**config.mk**
```make
export PLATFORM = sky130hd
export DESIGN_NAME = uart_rx
export DESIGN_NICKNAME = d
export VERILOG_FILES = /design/src/rtl/uart_rx.sv
export SDC_FILE = /design/constraint.sdc
export NUM_CORES = 1
export LEC_CHECK = 0
export CAP_MARGIN = 20
export CORE_MARGIN = 2
export CORE_UTILIZATION = 38
export CTS_BUF_LIST = sky130_fd_sc_hd__clkbuf_16
export DETAILED_ROUTE_END_ITERATION = 8
export HOLD_SLACK_MARGIN = 0.08
export PLACE_DENSITY = 0.52
export REMOVE_ABC_BUFFERS = 1
export SKIP_CTS_REPAIR_TIMING = 1
export SLEW_MARGIN = 20
export SYNTH_ARGS = -nofsm -noshare
export SYNTH_HDL_FRONTEND = slang
export SYNTH_SLANG_ARGS = --single-unit
```
**constraint.sdc**
```tcl
create_clock -name clk_i -period 2.35 [get_ports clk_i]
set_input_delay 0.705 -clock clk_i [delete_from_list [all_inputs] [get_ports clk_i]]
set_output_delay 0.705 -clock clk_i [all_outputs]
set_load 0.005 [all_outputs]
```
**src/rtl/uart_rx.sv**
```systemverilog
// rtl/uart_rx.sv - UART receiver: 2-flop synchronizer, mid-bit sampling, framing error and break detection
`ifndef UART_DATA_LENGTH
`define UART_DATA_LENGTH 8
`endif

module uart_rx #(
    parameter int CLKS_PER_BIT = 1
) (
    input  logic                         clk_i,
    input  logic                         rst_i,
    input  logic                         rx_i,
    output logic [`UART_DATA_LENGTH-1:0] rx_o,
    output logic                         rx_o_v,
    output logic                         frame_err_o,
    output logic                         busy_o
);
    localparam int W  = `UART_DATA_LENGTH;
    localparam int BW = (W > 1) ? $clog2(W) : 1;

    localparam logic [7:0]    HALF = 8'((CLKS_PER_BIT - 1) / 2);
    localparam logic [7:0]    FULL = 8'(CLKS_PER_BIT);
    localparam logic [BW-1:0] LAST = BW'(W - 1);

    localparam logic [2:0] IDLE  = 3'd0;
    localparam logic [2:0] START = 3'd1;
    localparam logic [2:0] DATA  = 3'd2;
    localparam logic [2:0] STOP  = 3'd3;
    localparam logic [2:0] BRK   = 3'd4;

    logic [1:0]    sync;
    logic          rx_s;
    logic [2:0]    state;
    logic [7:0]    cnt;
    logic [BW-1:0] bit_cnt;
    logic [W-1:0]  shreg;

    assign rx_s   = sync[1];
    assign busy_o = (state != IDLE);

    // cnt counts cycles since the previous sample point; a bit is sampled when it reaches HALF/FULL
    always_ff @(posedge clk_i or posedge rst_i) begin
        if (rst_i) begin
            sync        <= 2'b11;
            state       <= IDLE;
            cnt         <= 8'd0;
            bit_cnt     <= '0;
            shreg       <= '0;
            rx_o        <= '0;
            rx_o_v      <= 1'b0;
            frame_err_o <= 1'b0;
        end else begin
            sync        <= {sync[0], rx_i};
            rx_o_v      <= 1'b0;
            frame_err_o <= 1'b0;
            case (state)
                IDLE: begin
                    if (!rx_s) begin
                        cnt     <= 8'd1;
                        bit_cnt <= '0;
                        // with no half-bit offset the start sample is this very cycle
                        state   <= (HALF == 8'd0) ? DATA : START;
                    end
                end
                START: begin
                    if (cnt == HALF) begin
                        cnt   <= 8'd1;
                        state <= rx_s ? IDLE : DATA;
                    end else begin
                        cnt <= cnt + 8'd1;
                    end
                end
                DATA: begin
                    if (cnt == FULL) begin
                        cnt   <= 8'd1;
                        shreg <= {rx_s, shreg[W-1:1]};
                        if (bit_cnt == LAST) begin
                            state <= STOP;
                        end else begin
                            bit_cnt <= bit_cnt + 1'b1;
                        end
                    end else begin
                        cnt <= cnt + 8'd1;
                    end
                end
                STOP: begin
                    if (cnt == FULL) begin
                        cnt <= 8'd0;
                        if (rx_s) begin
                            rx_o   <= shreg;
                            rx_o_v <= 1'b1;
                            state  <= IDLE;
                        end else begin
                            frame_err_o <= 1'b1;
                            state       <= BRK;
                        end
                    end else begin
                        cnt <= cnt + 8'd1;
                    end
                end
                BRK: begin
                    if (rx_s) begin
                        state <= IDLE;
                    end
                end
                default: state <= IDLE;
            endcase
        end
    end
endmodule

```
==> flow_summary.ini <==
[drt]
num_vias = 1222
drc_errors = 0
ant_nets = 0
drt-total-wl_um = 3220
drt_iter0_drc = 63
avgRoutedWirePerCell_um = 14.2
vias_per_cell = 5.41
drt-pass1-iter-count = 4

[cts]
cts_tree = built
htreeDepth = 2
cts_buffer_depth = 2
cts.clk_slew.worst_paths_ns = 0.05
clock_latency_ns = 0.27
cts_buffers = 5
cts-root-buf = clkbuf_16
cts.sink_count = 34

[sta]
fmax_ghz = 0.443
worst_pin_slew_ns = 0.488
relSlewSlack = 0.674
maxSlewViolCount = 0
period_share = 0.960
setup_viol = 0
period_needed_ns = 2.25
hold_viol_final = 0
setup_tns_ns = 0
final.setup_skew_ns = 0.00252
holdWs_ns = 0.358
rsz0062_at_grt = no

[power]
combPwrFrac = 0.383
powerDensity_mw_per_mm2 = 1410
ir_worst_vdd_mv = 0.597
p_leak_uw = 0.000917
p_sw_frac = 0.309
clock_power_share = 0.284
intPower_uw = 2030
switching_power_uw = 911
p_seq_frac = 0.333
p_total_uw = 2950

[hold_path]
hold_path.class = reg2reg

[finish]
final_util = 0.484
layout-drive-gt1-share = 0.195
final_net_count = 181
final_area_mm2 = 0.00209
final_cell_mix = dfrtp_1, nand2_1, clkdlybuf4s50_1
synthToLayoutAreaGrowth_pct = 24.4
final_common_cell = dfrtp_1
antenna_cells = 0

[worst_setup_path]
end_kind = primary output
crit_start = state[1]
critPathArrivalTime_ns = 1.55
start_kind = flip-flop
worst_r2r_path_depth = 5
cp_data_required_time_ns = 1.64
regToRegEndpoint = rx_o[5]
rrSetupSlack_ns = 0.43
worstSetupPathType = reg2out
rr_startpoint = cnt[2]
critPathMaxFanout = 12
endpoint = busy_o

[synthesis]
synth_top_area_cell = dfrtp_1
synth_cells = 153
async_flop_share = 1.00
synth-seq-cells = 34
synth_area_leaders = dfrtp_1, mux2_4, mux2_2, ha_1, dfstp_2
synth.avg_cell_area_um2 = 11.0
synth_cell_type_count = 42
syn_area_mm2 = 0.00168
yosys.area.top_type_share = 0.476
synth_flop_cell = dfrtp_1
synth_edf_count = 0
synth_warnings = 0
synth_seq_area_share = 0.507

[flow_run]
drv_cap = 0

[floorplanning]
rows = 24
dieArea_mm2 = 0.00498
pin_count = 14
die_width_um = 70.5
initial_core_util = 0.389
die_y_um = 70.5
core_area_mm2 = 0.00432

[place]
dpl-instance-area_mm2 = 0.00190
gp_congestion = 0.875
portBuffers = 13
hpwl_um = 2270

[run_status]
outcome = finished clean

[grt]
grt_pass1_vias = 1142
gr-total-overflow = 0
antenna_found_initial = 0
grtUsageTotal = 0.143
grt_pass1_wl_um = 5460
grt_max_degree = 28
[worst min-delay path by stage]
stage | start | to | slack [ns] | cells after the start
finish | sync[0] | sync[1] | 0.36 | 0
CTS | sync[0] | sync[1] | 0.36 | 0
floorplan | sync[0] | sync[1] | 0.35 | 0
global route | sync[0] | sync[1] | 0.37 | 0
detailed placement | sync[0] | sync[1] | 0.35 | 0
global placement | sync[0] | sync[1] | 0.35 | 0
[sequential cells by signal (all words and copies together) (netlist names)]
signal	cells
bit_cnt	3
rx_o_v	1
rx_o	8
cnt	8
sync	2
shreg	8
state	3
frame_err_o	1
[cell families after synthesis]
group | Yosys count | synth area share
adders and majority gates | 5 | 0.0372
buffers and inverters | 14 | 0.0387
DFF | 34 | 0.507
and+or+nand+nor | 51 | 0.155
xor gates and xnor gates | 1 | 0.00521
AOI/OAI and AO/OA | 32 | 0.132
muxes | 16 | 0.125
[power by group through the flow]
stage / sequential [uW] / clock, uW / combinational [uW]
final: 981 / 838 / 1130
after global routing: 1020 / 878 / 1250
after CTS: 984 / 860 / 1140
after detailed placement: 993 / 0 / 1130
after global placement: 984 / 0 / 1120
after floorplan: 976 / 0 / 745
[metrics by stage]
step	cells	setup slack, ns
final	226	0.0952
after floorplan	146	0.365
after detailed placement	218	0.404
after global placement	218	0.393
after global routing	226	0.0184
after CTS	226	0.0961
[cell usage after synthesis (all sizes together), types with 2 or more instances]
master,number
dfrtp,32
mux2,16
nand2,14
nor2,9
nand3,8
o21ai,8
inv,7
o211ai,6
ha,5
clkbuf,4
nor3,4
nor4,4
buf,3
a211oi,2
a21o,2
a21oi,2
a31oi,2
and3,2
dfstp,2
nand4,2
o31ai,2
or2,2
[final cells by class]
class / count / area, um2
flip-flops and latches: 34 / 853
multi-input cells: 105 / 764
repair buffers: 20 / 195
inverters: 7 / 26.3
well taps: 52 / 65.1
clock buffers: 5 / 125
clock inverters: 3 / 63.8
fillers: 404 / 2230
[routing by layer]
layer | global-route usage | wire [um] | up-vias
li1 | - | - | 603
met1 | 0.191 | 1580 | 590
met2 | 0.213 | 1470 | 24
met3 | 0.0442 | 113 | 5
met4 | 0.0692 | 58 | 0
met5 | 0 | 0 | -
[critical path, stage by stage (launching register included)]
cell and delay (ns):
dfrtp_1 0.55, inv_1 0.15, nand2_1 0.08, clkdlybuf4s50_1 0.49
No activity file was read; power rests on OpenSTA's default activity.
==> variant, RTL diff (config.mk and constraints unchanged) <==
Register the output `rx_o` once more, cleared by the reset; this adds one clock of latency there. The other outputs are not delayed to match.
--- a/src/rtl/uart_rx.sv
+++ b/src/rtl/uart_rx.sv
@@ -29,2 +29,4 @@
 
+    logic [`UART_DATA_LENGTH-1:0] rx_s0;
+
     logic [1:0]    sync;
@@ -47,3 +49,3 @@
             shreg       <= '0;
-            rx_o        <= '0;
+            rx_s0       <= '0;
             rx_o_v      <= 1'b0;
@@ -88,3 +90,3 @@
                         if (rx_s) begin
-                            rx_o   <= shreg;
+                            rx_s0  <= shreg;
                             rx_o_v <= 1'b1;
@@ -108,2 +110,10 @@
     end
+    always_ff @(posedge clk_i or posedge rst_i) begin
+        if (rst_i) begin
+            rx_o <= '0;
+        end else begin
+            rx_o <= rx_s0;
+        end
+    end
+
 endmodule
Check against the original RTL: same outputs for any inputs over 10 cycles, from zero or initial values and one cycle with rst_i high; that may be too few to reach the edited logic, so the function may still have changed.
==> variant against the original RTL <==
Power is 0.39% higher; clock power is 6.7% lower; routed wire length is 3.1% lower; clock skew is 0.0036 ns higher; cell area is 5.7% higher; critical path depth is 1 lower; synthesized cell count is 2.0% lower; area after synthesis is 8.7% higher; sequential cell count is 8 higher; final cell count is 0.44% lower; critical endpoint unchanged; setup slack better by 0.042 ns; critical path type unchanged.
==> variant: results (changes against the original RTL) <==
.. list-table::
   :header-rows: 1

   * - Metric
     - Value
   * - Leakage Power
     - 0.9548 nW (was 0.9171 nW)
   * - Met3 track demand over resource
     - 3.429% (was 4.416%)
   * - Met1 routing resource usage after global routing
     - 15.74% (was 19.08%)
   * - Weighted congestion at the end of routability-driven global placement
     - 0.8489 (was 0.8748)
   * - Number of nets in the layout
     - 178 (was 181)
   * - Wire length of the first global-routing pass
     - 5.368 mm (was 5.464 mm)
   * - Post-Synth XOR/XNOR Area
     - 0% (was 0.5204%)
   * - Routed length on met1
     - 1.408 mm (was 1.581 mm)
   * - Sequential area share after synthesis
     - 57.59% (was 50.71%)
   * - Relative slew slack
     - 45.28% (was 67.45%)
   * - R2R Path End
     - rx_s0[2] (was rx_o[5])
   * - Worst path slowest cell
     - clkdlybuf4s50_1 (was dfrtp_1)
   * - Number of global-route vias before repair
     - 1187 (was 1142)
   * - Worst setup startpoint
     - state[1] (unchanged)
   * - CP Max Fanout
     - 2 (was 12)
   * - Launch point of the worst reg-to-reg path
     - cnt[5] (was cnt[2])
   * - Compound-gate portion of the synthesized area
     - 11.08% (was 13.23%)
   * - Leading post-synthesis cells by instance count
     - dfrtp_1 (40), mux2_2 (16), nand2_1 (16), inv_1 (11), o211ai_1 (8) (was dfrtp_1 (32), nand2_1 (14), nor2_1 (9))
   * - Fraction of layout cells with a size suffix above 1
     - 22.81% (was 19.54%)
   * - Biggest cell delay along the critical path
     - 0.46 ns (was 0.55 ns)
   * - Tot GR Track Use
     - 13.15% (was 14.29%)
   * - Inserted Clock Buffers
     - 5 (unchanged)
   * - Met3 routed WL
     - 84 um (was 113 um)
   * - Largest cells by area after synthesis
     - dfrtp_1 (55%), mux2_2 (9.8%), ha_1 (3.4%) (was dfrtp_1 (48%), mux2_4 (7.1%), mux2_2 (5.4%))
   * - Fmax
     - 0.4520 GHz (was 0.4435 GHz)
   * - Cell count of the worst reg-to-reg path
     - 4 (was 5)
   * - Mux share of post-synthesis cell area
     - 11.49% (was 12.49%)
   * - Post-DR vias/cell
     - 5.413 (was 5.407)
   * - Maximum VDD drop
     - 0.0005722 V (was 0.0005970 V)
   * - M2 GR Usage
     - 21.42% (was 21.28%)
   * - Final routed wire length divided by cell count
     - 13.86 um (was 14.25 um)
   * - Detailed route wirelength on metal2
     - 1.559 mm (was 1.467 mm)
   * - Result of the run
     - completed (unchanged)
   * - DRT iter0 DRCs
     - 65 (was 63)
   * - DP Wirelength
     - 2.091 mm (was 2.275 mm)
   * - WP data arrival
     - 1.51 ns (was 1.55 ns)
   * - R2r setup slk
     - 0.36 ns (was 0.43 ns)
   * - Largest net degree at the start of global routing
     - 43 (was 28)
   * - Synthesized area
     - 1829 um2 (was 1683 um2)
==> variant: area by class of cell <==
cell class                      instances  area, um2
Sequential cell                        42       1055
Timing Repair Buffer                   18      167.7
Clock buffer                            5      125.1
Tap cell                               54      67.56
Clock inverter                          3      43.79
Multi-Input combinational cell         92      713.2
Inverter                               11      41.29
Fill cell                             431       2479
==> variant: per-stage QoR <==
step                cell area, um2  utilization [%]  total power, mW  hold slack (ns)  instances
floorplan                     1808                -            1.863           0.3452        145
global placement              2036            43.39            2.159           0.3476        216
detailed placement            2036            43.39            2.193           0.3540        216
CTS                           2205            46.99            2.987           0.3617        224
global route                  2213            47.17            3.165           0.3686        225
finish                        2213            47.17            2.958           0.3588        225
==> variant: power breakdown <==
group / total, mW / switching, mW / internal, mW
Combinational: 1.02 / 0.489 / 0.527
Sequential: 1.16 / 0.154 / 1.01
Clock: 0.782 / 0.280 / 0.503
